## config.mk

```make
export PLATFORM = sky130hd
export DESIGN_NAME = vga_timing_gen
export DESIGN_NICKNAME = d
export VERILOG_FILES = /design/src/rtl/vga_timing_pkg.sv /design/src/rtl/vga_axis_counter.sv /design/src/rtl/vga_timing_gen.sv
export SDC_FILE = /design/constraint.sdc
export NUM_CORES = 1
export LEC_CHECK = 0
export CAP_MARGIN = 20
export CORE_MARGIN = 1
export CORE_UTILIZATION = 50
export DETAILED_ROUTE_END_ITERATION = 10
export DONT_BUFFER_PORTS = 1
export HOLD_SLACK_MARGIN = 0.03
export PLACE_DENSITY = 0.66
export SYNTH_ARGS = -nofsm -noshare
export SYNTH_HDL_FRONTEND = slang
export SYNTH_SLANG_ARGS = --single-unit
```

## constraint.sdc

```tcl
create_clock -name clk -period 1.8 [get_ports clk]
set_input_delay 0.27 -clock clk [delete_from_list [all_inputs] [get_ports clk]]
set_output_delay 0.27 -clock clk [all_outputs]
set_load 0.1 [all_outputs]
```

## src/rtl/vga_timing_pkg.sv

```systemverilog
// rtl/vga_timing_pkg.sv - 640x480@60 timing constants and the shared axis phase enum
package vga_timing_pkg;

    localparam int POS_W = 10;

    localparam int H_DISPLAY_DEF = 640;
    localparam int H_FRONT_DEF   = 16;
    localparam int H_SYNC_DEF    = 96;
    localparam int H_BACK_DEF    = 48;
    localparam int V_DISPLAY_DEF = 480;
    localparam int V_FRONT_DEF   = 10;
    localparam int V_SYNC_DEF    = 2;
    localparam int V_BACK_DEF    = 33;

    localparam int H_TOTAL = H_DISPLAY_DEF + H_FRONT_DEF + H_SYNC_DEF + H_BACK_DEF;
    localparam int V_TOTAL = V_DISPLAY_DEF + V_FRONT_DEF + V_SYNC_DEF + V_BACK_DEF;

    typedef enum logic [1:0] {
        PH_ACTIVE,
        PH_FRONT,
        PH_SYNC,
        PH_BACK
    } phase_e;

endpackage

```

## src/rtl/vga_axis_counter.sv

```systemverilog
// rtl/vga_axis_counter.sv - one timing axis: position counter, phase FSM, registered sync
module vga_axis_counter
    import vga_timing_pkg::*;
#(
    parameter int DISPLAY  = 640,
    parameter int FRONT    = 16,
    parameter int SYNC     = 96,
    parameter int BACK     = 48,
    parameter bit SYNC_NEG = 1'b1
) (
    input  logic             clk_i,
    input  logic             reset_i,
    input  logic             en_i,
    output logic [POS_W-1:0] pos_o,
    output logic             wrap_o,
    output logic             active_d_o,
    output logic             sync_o
);

    localparam int TOTAL = DISPLAY + FRONT + SYNC + BACK;

    if (TOTAL > 1024) begin : g_bad_params
        $error("vga_axis_counter: axis total exceeds the 10-bit position range");
    end

    localparam logic [POS_W-1:0] LAST       = POS_W'(TOTAL - 1);
    localparam logic [POS_W-1:0] ACT_LAST   = POS_W'(DISPLAY - 1);
    localparam logic [POS_W-1:0] FRONT_LAST = POS_W'(DISPLAY + FRONT - 1);
    localparam logic [POS_W-1:0] SYNC_LAST  = POS_W'(DISPLAY + FRONT + SYNC - 1);

    logic [POS_W-1:0] pos_q, pos_d;
    phase_e           phase_q, phase_d;
    logic             sync_q;

    always_comb begin
        pos_d   = pos_q;
        phase_d = phase_q;
        if (en_i) begin
            pos_d = (pos_q == LAST) ? '0 : pos_q + POS_W'(1);
            // Phase advances on the last count of the current phase
            case (phase_q)
                PH_ACTIVE: if (pos_q == ACT_LAST)   phase_d = PH_FRONT;
                PH_FRONT:  if (pos_q == FRONT_LAST) phase_d = PH_SYNC;
                PH_SYNC:   if (pos_q == SYNC_LAST)  phase_d = PH_BACK;
                PH_BACK:   if (pos_q == LAST)       phase_d = PH_ACTIVE;
                default:                            phase_d = PH_ACTIVE;
            endcase
        end
    end

    always_ff @(posedge clk_i) begin
        if (reset_i) begin
            pos_q   <= '0;
            phase_q <= PH_ACTIVE;
            sync_q  <= SYNC_NEG;
        end else begin
            pos_q   <= pos_d;
            phase_q <= phase_d;
            sync_q  <= (phase_d == PH_SYNC) ^ SYNC_NEG;
        end
    end

    assign pos_o      = pos_q;
    assign wrap_o     = en_i && (pos_q == LAST);
    assign active_d_o = (phase_d == PH_ACTIVE);
    assign sync_o     = sync_q;

endmodule

```

## src/rtl/vga_timing_gen.sv

```systemverilog
// rtl/vga_timing_gen.sv - VGA raster timing generator; VGA_TIMING_FRAME_CNT_EN enables frame_cnt
module vga_timing_gen
    import vga_timing_pkg::*;
#(
    parameter int H_DISPLAY = H_DISPLAY_DEF,
    parameter int H_FRONT   = H_FRONT_DEF,
    parameter int H_SYNC    = H_SYNC_DEF,
    parameter int H_BACK    = H_BACK_DEF,
    parameter int V_DISPLAY = V_DISPLAY_DEF,
    parameter int V_FRONT   = V_FRONT_DEF,
    parameter int V_SYNC    = V_SYNC_DEF,
    parameter int V_BACK    = V_BACK_DEF,
    parameter bit HSYNC_NEG = 1'b1,
    parameter bit VSYNC_NEG = 1'b1
) (
    input  logic             clk,
    input  logic             reset,
    output logic [POS_W-1:0] hpos,
    output logic [POS_W-1:0] vpos,
    output logic             hsync,
    output logic             vsync,
    output logic             display_on,
    output logic             line_start,
    output logic             frame_start,
    output logic             vblank_start,
    output logic [7:0]       frame_cnt
);

    localparam logic [POS_W-1:0] V_DISP_LAST = POS_W'(V_DISPLAY - 1);

    logic h_wrap, v_wrap, h_active_d, v_active_d;
    logic display_on_q, line_start_q, frame_start_q, vblank_start_q;

    vga_axis_counter #(
        .DISPLAY (H_DISPLAY),
        .FRONT   (H_FRONT),
        .SYNC    (H_SYNC),
        .BACK    (H_BACK),
        .SYNC_NEG(HSYNC_NEG)
    ) u_h_axis (
        .clk_i     (clk),
        .reset_i   (reset),
        .en_i      (1'b1),
        .pos_o     (hpos),
        .wrap_o    (h_wrap),
        .active_d_o(h_active_d),
        .sync_o    (hsync)
    );

    vga_axis_counter #(
        .DISPLAY (V_DISPLAY),
        .FRONT   (V_FRONT),
        .SYNC    (V_SYNC),
        .BACK    (V_BACK),
        .SYNC_NEG(VSYNC_NEG)
    ) u_v_axis (
        .clk_i     (clk),
        .reset_i   (reset),
        .en_i      (h_wrap),
        .pos_o     (vpos),
        .wrap_o    (v_wrap),
        .active_d_o(v_active_d),
        .sync_o    (vsync)
    );

    // Strobes decode the wrap that produces the next position, so they line up with hpos/vpos
    always_ff @(posedge clk) begin
        if (reset) begin
            display_on_q   <= 1'b0;
            line_start_q   <= 1'b0;
            frame_start_q  <= 1'b0;
            vblank_start_q <= 1'b0;
        end else begin
            display_on_q   <= h_active_d && v_active_d;
            line_start_q   <= h_wrap;
            frame_start_q  <= v_wrap;
            vblank_start_q <= h_wrap && (vpos == V_DISP_LAST);
        end
    end

    assign display_on   = display_on_q;
    assign line_start   = line_start_q;
    assign frame_start  = frame_start_q;
    assign vblank_start = vblank_start_q;

`ifdef VGA_TIMING_FRAME_CNT_EN
    logic [7:0] frame_cnt_q;

    always_ff @(posedge clk) begin
        if (reset) begin
            frame_cnt_q <= 8'd0;
        end else if (v_wrap) begin
            frame_cnt_q <= frame_cnt_q + 8'd1;
        end
    end

    assign frame_cnt = frame_cnt_q;
`else
    assign frame_cnt = 8'd0;
`endif

endmodule

```

# After elaboration in Yosys (flattened, before gate mapping)
# Cells that the tools add are included.
[word_totals]
out_inout_bits = 34
input_bits = 2
register_bits = 30
elab_cells = 50
[op_classes]
n_reduce_logical = 8
n_bitwise = 2
n_mux = 12
add_sub_neg = 2
n_eq_ne = 16
[ops]
columns = ["op", "n"]
rows = [
  ["$eq 10x10->1 const B", 5],
  ["$eq 10x9->1 const B", 3],
  ["$add 10x1->10 const B", 2],
  ["$mux 2", 9],
  ["$pmux 2 s4", 2],
  ["$eq 2x2->1 const B", 6],
  ["$mux 10", 1],
  ["$logic_not 2->1", 4],
  ["$eq 2x1->1 const B", 2],
  ["$logic_and 1x1->1", 3],
  ["$not 1->1", 2],
  ["$reduce_or 2->1", 1],
]

# Longest topological paths before layout
[logic_depth]
word_depth = 6
depth_mapped = 8
mapped_depth_nobuf = 7

# Modules after synthesis
# Synthesis repeated with hierarchy kept, for this count alone.
[unflattened]
hier_cells = 184
area_unflattened_um2 = 1686.6
[by_module_without_submodules]
columns = ["module", "cells_each", "area_per_inst_um2", "seq_area_each_um2", "instances"]
rows = [
  ["vga_axis_counter at u_v_axis", 84, 764.5, 260.2, 1],
  ["vga_axis_counter at u_h_axis", 78, 698.2, 260.2, 1],
  ["vga_timing_gen", 22, 224.0, 80.1, 1],
]

# Worst setup path after synthesis
# OpenSTA, ideal clock, no wires.
[synth_timing]
path_type = "register to register"
from = "register u_h_axis.pos_q[0] (netlist: u_h_axis.pos_o[0])"
to = "register display_on_q (netlist: display_on)"
path_buffers = 0
stages_incl_launch_ff = 7
arrival_ns = 2.475
synth_period_minus_slack_ns = 2.590
required_time_ns = 1.684
setup_slack_ns = -0.790
setup_ns = 0.116
cell_sequence = "dfxtp_1 -> ha_1 -> nand3_1 -> or3b_1 -> nor4_1 -> a2111oi_0 -> and3b_1"
[synth_via]
elab_chain_cells = 5
elab_cells_between_ends = 13
cone_classes = "4 x eq/ne; 6 x mux; 3 x reduce/logical"
[synth_lines]
columns = ["element", "line", "text"]
rows = [
  ["start, declared", "vga_axis_counter.sv:31", "logic [POS_W-1:0] pos_q, pos_d;"],
  ["start signal, assigned", "vga_axis_counter.sv:57", "pos_q <= pos_d;"],
  ["$eq 10x10->1 (on tied branches)", "n/a", ""],
  ["$mux 2 (on tied branches)", "n/a", ""],
  ["$pmux 2 s4", "vga_axis_counter.sv:41", "case (phase_q)"],
  ["$logic_not 2->1", "vga_axis_counter.sv:65", "assign active_d_o = (phase_d == PH_ACTIVE);"],
  ["$logic_and 1x1->1 *", "vga_timing_gen.sv:74", "display_on_q <= h_active_d && v_active_d;"],
  ["end signal, assigned", "vga_timing_gen.sv:74", ""],
  ["end, declared", "vga_timing_gen.sv:32", "logic display_on_q, line_start_q, frame_start_q, vblank_start_q;"],
]
# Every way passes the cells marked *; elsewhere a longest branch is shown, timed or not.
# A chain may end at the register's enable or synchronous reset.

# Final worst setup path
[layout_timing]
from = "register u_v_axis.pos_q[9] (netlist: u_v_axis.pos_o[9])"
to = "register display_on_q (netlist: display_on)"
[layout_via]
elab_chain_cells = 6
elab_cells_between_ends = 12
cone_classes = "4 x eq/ne; 6 x mux; 2 x reduce/logical"
[layout_lines]
columns = ["element", "line", "text"]
rows = [
  ["start, declared", "vga_axis_counter.sv:31", ""],
  ["start signal, assigned", "vga_axis_counter.sv:57", ""],
  ["$eq 10x10->1 (tied with other cells)", "vga_axis_counter.sv:45", "PH_BACK: if (pos_q == LAST) phase_d = PH_ACTIVE;"],
  ["$mux 2 (on tied branches)", "n/a", ""],
  ["$pmux 2 s4 *", "vga_axis_counter.sv:41", ""],
  ["$mux 2 *", "vga_axis_counter.sv:38", "if (en_i) begin"],
  ["$logic_not 2->1 *", "vga_axis_counter.sv:65", ""],
  ["$logic_and 1x1->1 *", "vga_timing_gen.sv:74", ""],
]
# Marked as above.

==> results_dict.tcl <==
set metrics [dict create \
    status "complete, no violations" \
    fin_hold_ws_ns 0.04876 \
    worst_slack_ns 0.03571 \
    fp.dieH_um 56.09 \
    netlist_instances 163 \
    first_pass_iters 4 \
    initial_core_util 0.5304 \
    hold_violations 0 \
    yosysSeqAreaShare 0.4106 \
    switching_share 0.2980 \
    p_sw_w 0.0003686 \
    wl_per_cell_um 13.87 \
    relSlewSlack 0.5621 \
    combPwrFrac 0.132 \
    dp_hpwl_um 2257 \
    ctsHtreeMaxLevel 2 \
    grt_util_all_layers 0.2173 \
    drtIter0Drc 21 \
    layout_commonest_cell "buf_4" \
    seqPwrFrac 0.535 \
    end_kind "flop" \
    wirelength_um 3217 \
    portBuffers 0 \
    dieArea_um2 3146 \
    post-place-cells 220 \
    synth_cell_types 42 \
    cts_root_buf "clkbuf_4" \
    die-width_um 56.09 \
    n_fill_cell 234 \
    place_ws_ns -0.04124 \
    seq_area_um2 655.6 \
    ir_drop_v 0.0005989 \
    area_growth_syn_to_layout_pct 31.05 \
    place_congestion 0.7891 \
    rrSetupSlack_ns 0.04 \
    grt_max_degree 18 \
    netlist_area_um2 1463 \
    required_ns 2.02 \
    std_cell_rows 19 \
    cp_max_fo 4 \
    cts.sinks 30 \
    criticalPathCategory "reg2reg" \
    cts_tree "yes" \
    start_kind "flop" \
    multi_input_area_um2 868.3 \
    antenna_left 0 \
    p_leak_nw 0.7233 \
    drv_cap 0 \
    antenna_found_initial 0 \
    synth-seq-cells 30 \
    synth_area_per_cell_um2 8.973 \
    p_int_w 0.0008684 \
    worstPathArrival_ns 1.98 \
    p_per_area_nw_per_um2 645.3 \
    maxSlewViolCount 0 \
    final_cell_area_um2 1917 \
    avgViaCountPerCell 5.565 \
    post-route-min-period_ns 1.764 \
    drive_above_1_share 0.4030 \
    finalSetupViolCount 0 \
    vias 1291 \
    max_freq_mhz 566.8 \
    skew_ns 0.007693 \
    grt-ovfl-total 0 \
    grt_pass1_vias 1214 \
    core_um2 2758 \
    mostFrequentLayoutCells "buf_4 (34), nor2_1 (18), xor2_1 (14)" \
    placed_cell_area_um2 1783 \
    insertedDiodeCount 0 \
    cts_buffers 5 \
    route.detailed.drc 0 \
    fin_nets 206 \
    finalNonFillerCells 232 \
    grt_pass1_wl_um 5388 \
    worst_pin_slew_ns 0.6546 \
    hp-class "in2reg" \
    clk_latency_ns 0.32 \
    io_pins 36 \
    ys_warn_count 0 \
    fin_crit_sh 0.9802 \
    clkPwrFrac 0.333 \
    cts.clk_slew.worst_paths_ns 0.09 \
    clockBufferDepth 2 \
    rsz0062_at_grt "yes" \
]
## synth_stat cells (all sizes together)
cell type  count  area, um2
o31ai          1      7.510
nand4b         1      8.760
a21oi          5      25.02
nand2b         2      12.51
xor2          14      122.6
buf           11      81.33
nor2b          2      12.51
inv            5      18.77
or4b           1      10.01
clkbuf         2      7.510
a31o           1      8.760
nand2          9      36.29
and2           2      12.51
a2111oi        1      8.760
xnor2          3      26.28
a22oi          1      7.510
nor4bb         2      20.02
and3b          2      17.52
ha             4      50.05
and3           4      30.03
nand3b         1      7.510
a32oi          1      8.760
or3            2      12.51
nand4          4      25.02
conb           1      3.750
o32ai          1      8.760
or3b           1      8.760
nand4bb        1      11.26
and4           2      17.52
nor3          10      50.05
nor3b          2      15.01
dfxtp         30      600.6
nor4b          1      23.77
nand3         11      55.05
o21ai          2      10.01
nor4           1      6.260
nor2          18      67.56
or2            1      6.260
## worst paths after layout
kind	startpoint	cells past startpoint	endpoint
worst max-delay path	u_v_axis.pos_o[9]$_SDFFE_PP0N_	5	display_on$_SDFF_PP0_
worst min-delay path	reset	1	u_h_axis.sync_o$_SDFF_PP1_
worst max register to register	u_v_axis.pos_o[9]$_SDFFE_PP0N_	5	display_on$_SDFF_PP0_
worst min register to register	u_v_axis.pos_o[4]$_SDFFE_PP0N_	2	u_v_axis.pos_o[4]$_SDFFE_PP0N_
## critical path, cell delays in order, from the launching register on
cell      delay [ns]
dfxtp_2         0.33
nand4b_1        0.32
nor4bb_1        0.49
a21oi_1         0.14
o21ai_2         0.19
and3b_1         0.19
## sequential cells by signal (all words and copies together) (netlist names)
name / cells
display_on: 1
frame_start: 1
line_start: 1
u_h_axis.phase_q: 2
u_h_axis.pos_o: 10
u_h_axis.sync_o: 1
u_v_axis.phase_q: 2
u_v_axis.pos_o: 10
u_v_axis.sync_o: 1
vblank_start: 1
## per-stage QoR
step | setup TNS, ns | util | total power, W
3_5_place_dp | -0.3583 | 0.6466 | 0.0008331
2_1_floorplan | -0.6079 | - | 0.0008363
4_1_cts | 0 | 0.6797 | 0.001244
6_report | 0 | 0.6951 | 0.001237
5_1_grt | -0.01685 | 0.6951 | 0.001274
3_3_place_gp | 0 | 0.6466 | 0.0008302
## cell type report
type                            count  share of cell area
Inverter                            5            0.009791
Clock buffer                        8             0.03068
Sequential cell                    30              0.3420
Multi-Input combinational cell    122              0.4530
Timing Repair Buffer               36              0.1443
Tap cell                           31             0.02023
## routing by layer
layer / up-vias / global-route usage / share of wire
met5: - / 0 / 0
li1: 628 / - / -
met1: 611 / 0.2606 / 0.42
met3: 7 / 0.05581 / 0.052
met4: 0 / 0.07317 / 0.016
met2: 45 / 0.3759 / 0.51
## repair_timing
item,4_1_cts,5_1_grt
resized for setup,3,9
pin swaps,1,4
hold buffers,1,0
setup endpoints to repair,11,13
buffers inserted,2,1
endpoints found under the hold margin,17,0
## power groups by stage
stage	registers, W	clock network [W]	logic (W)
finish	0.000662	0.000412	0.000163
global route	0.000663	0.000442	0.000169
CTS	0.000662	0.000418	0.000164
detailed placement	0.000678	0	0.000156
global placement	0.000677	0	0.000153
floorplan	0.000731	0	0.000105
## kinds of logic (layout without fill, tap and decap cells)
group | Yosys count | in the layout | share of synthesized area
xor gates and xnor gates | 17 | 17 | 0.1018
DFF | 30 | 30 | 0.4106
buffers and inverters | 18 | 49 | 0.07357
adders and majority gates | 4 | 4 | 0.03422
AOI/OAI and AO/OA | 13 | 13 | 0.05818
other | 1 | 8 | 0.002564
and+or+nand+nor | 80 | 80 | 0.3191
No activity file was read; power rests on OpenSTA's default activity.
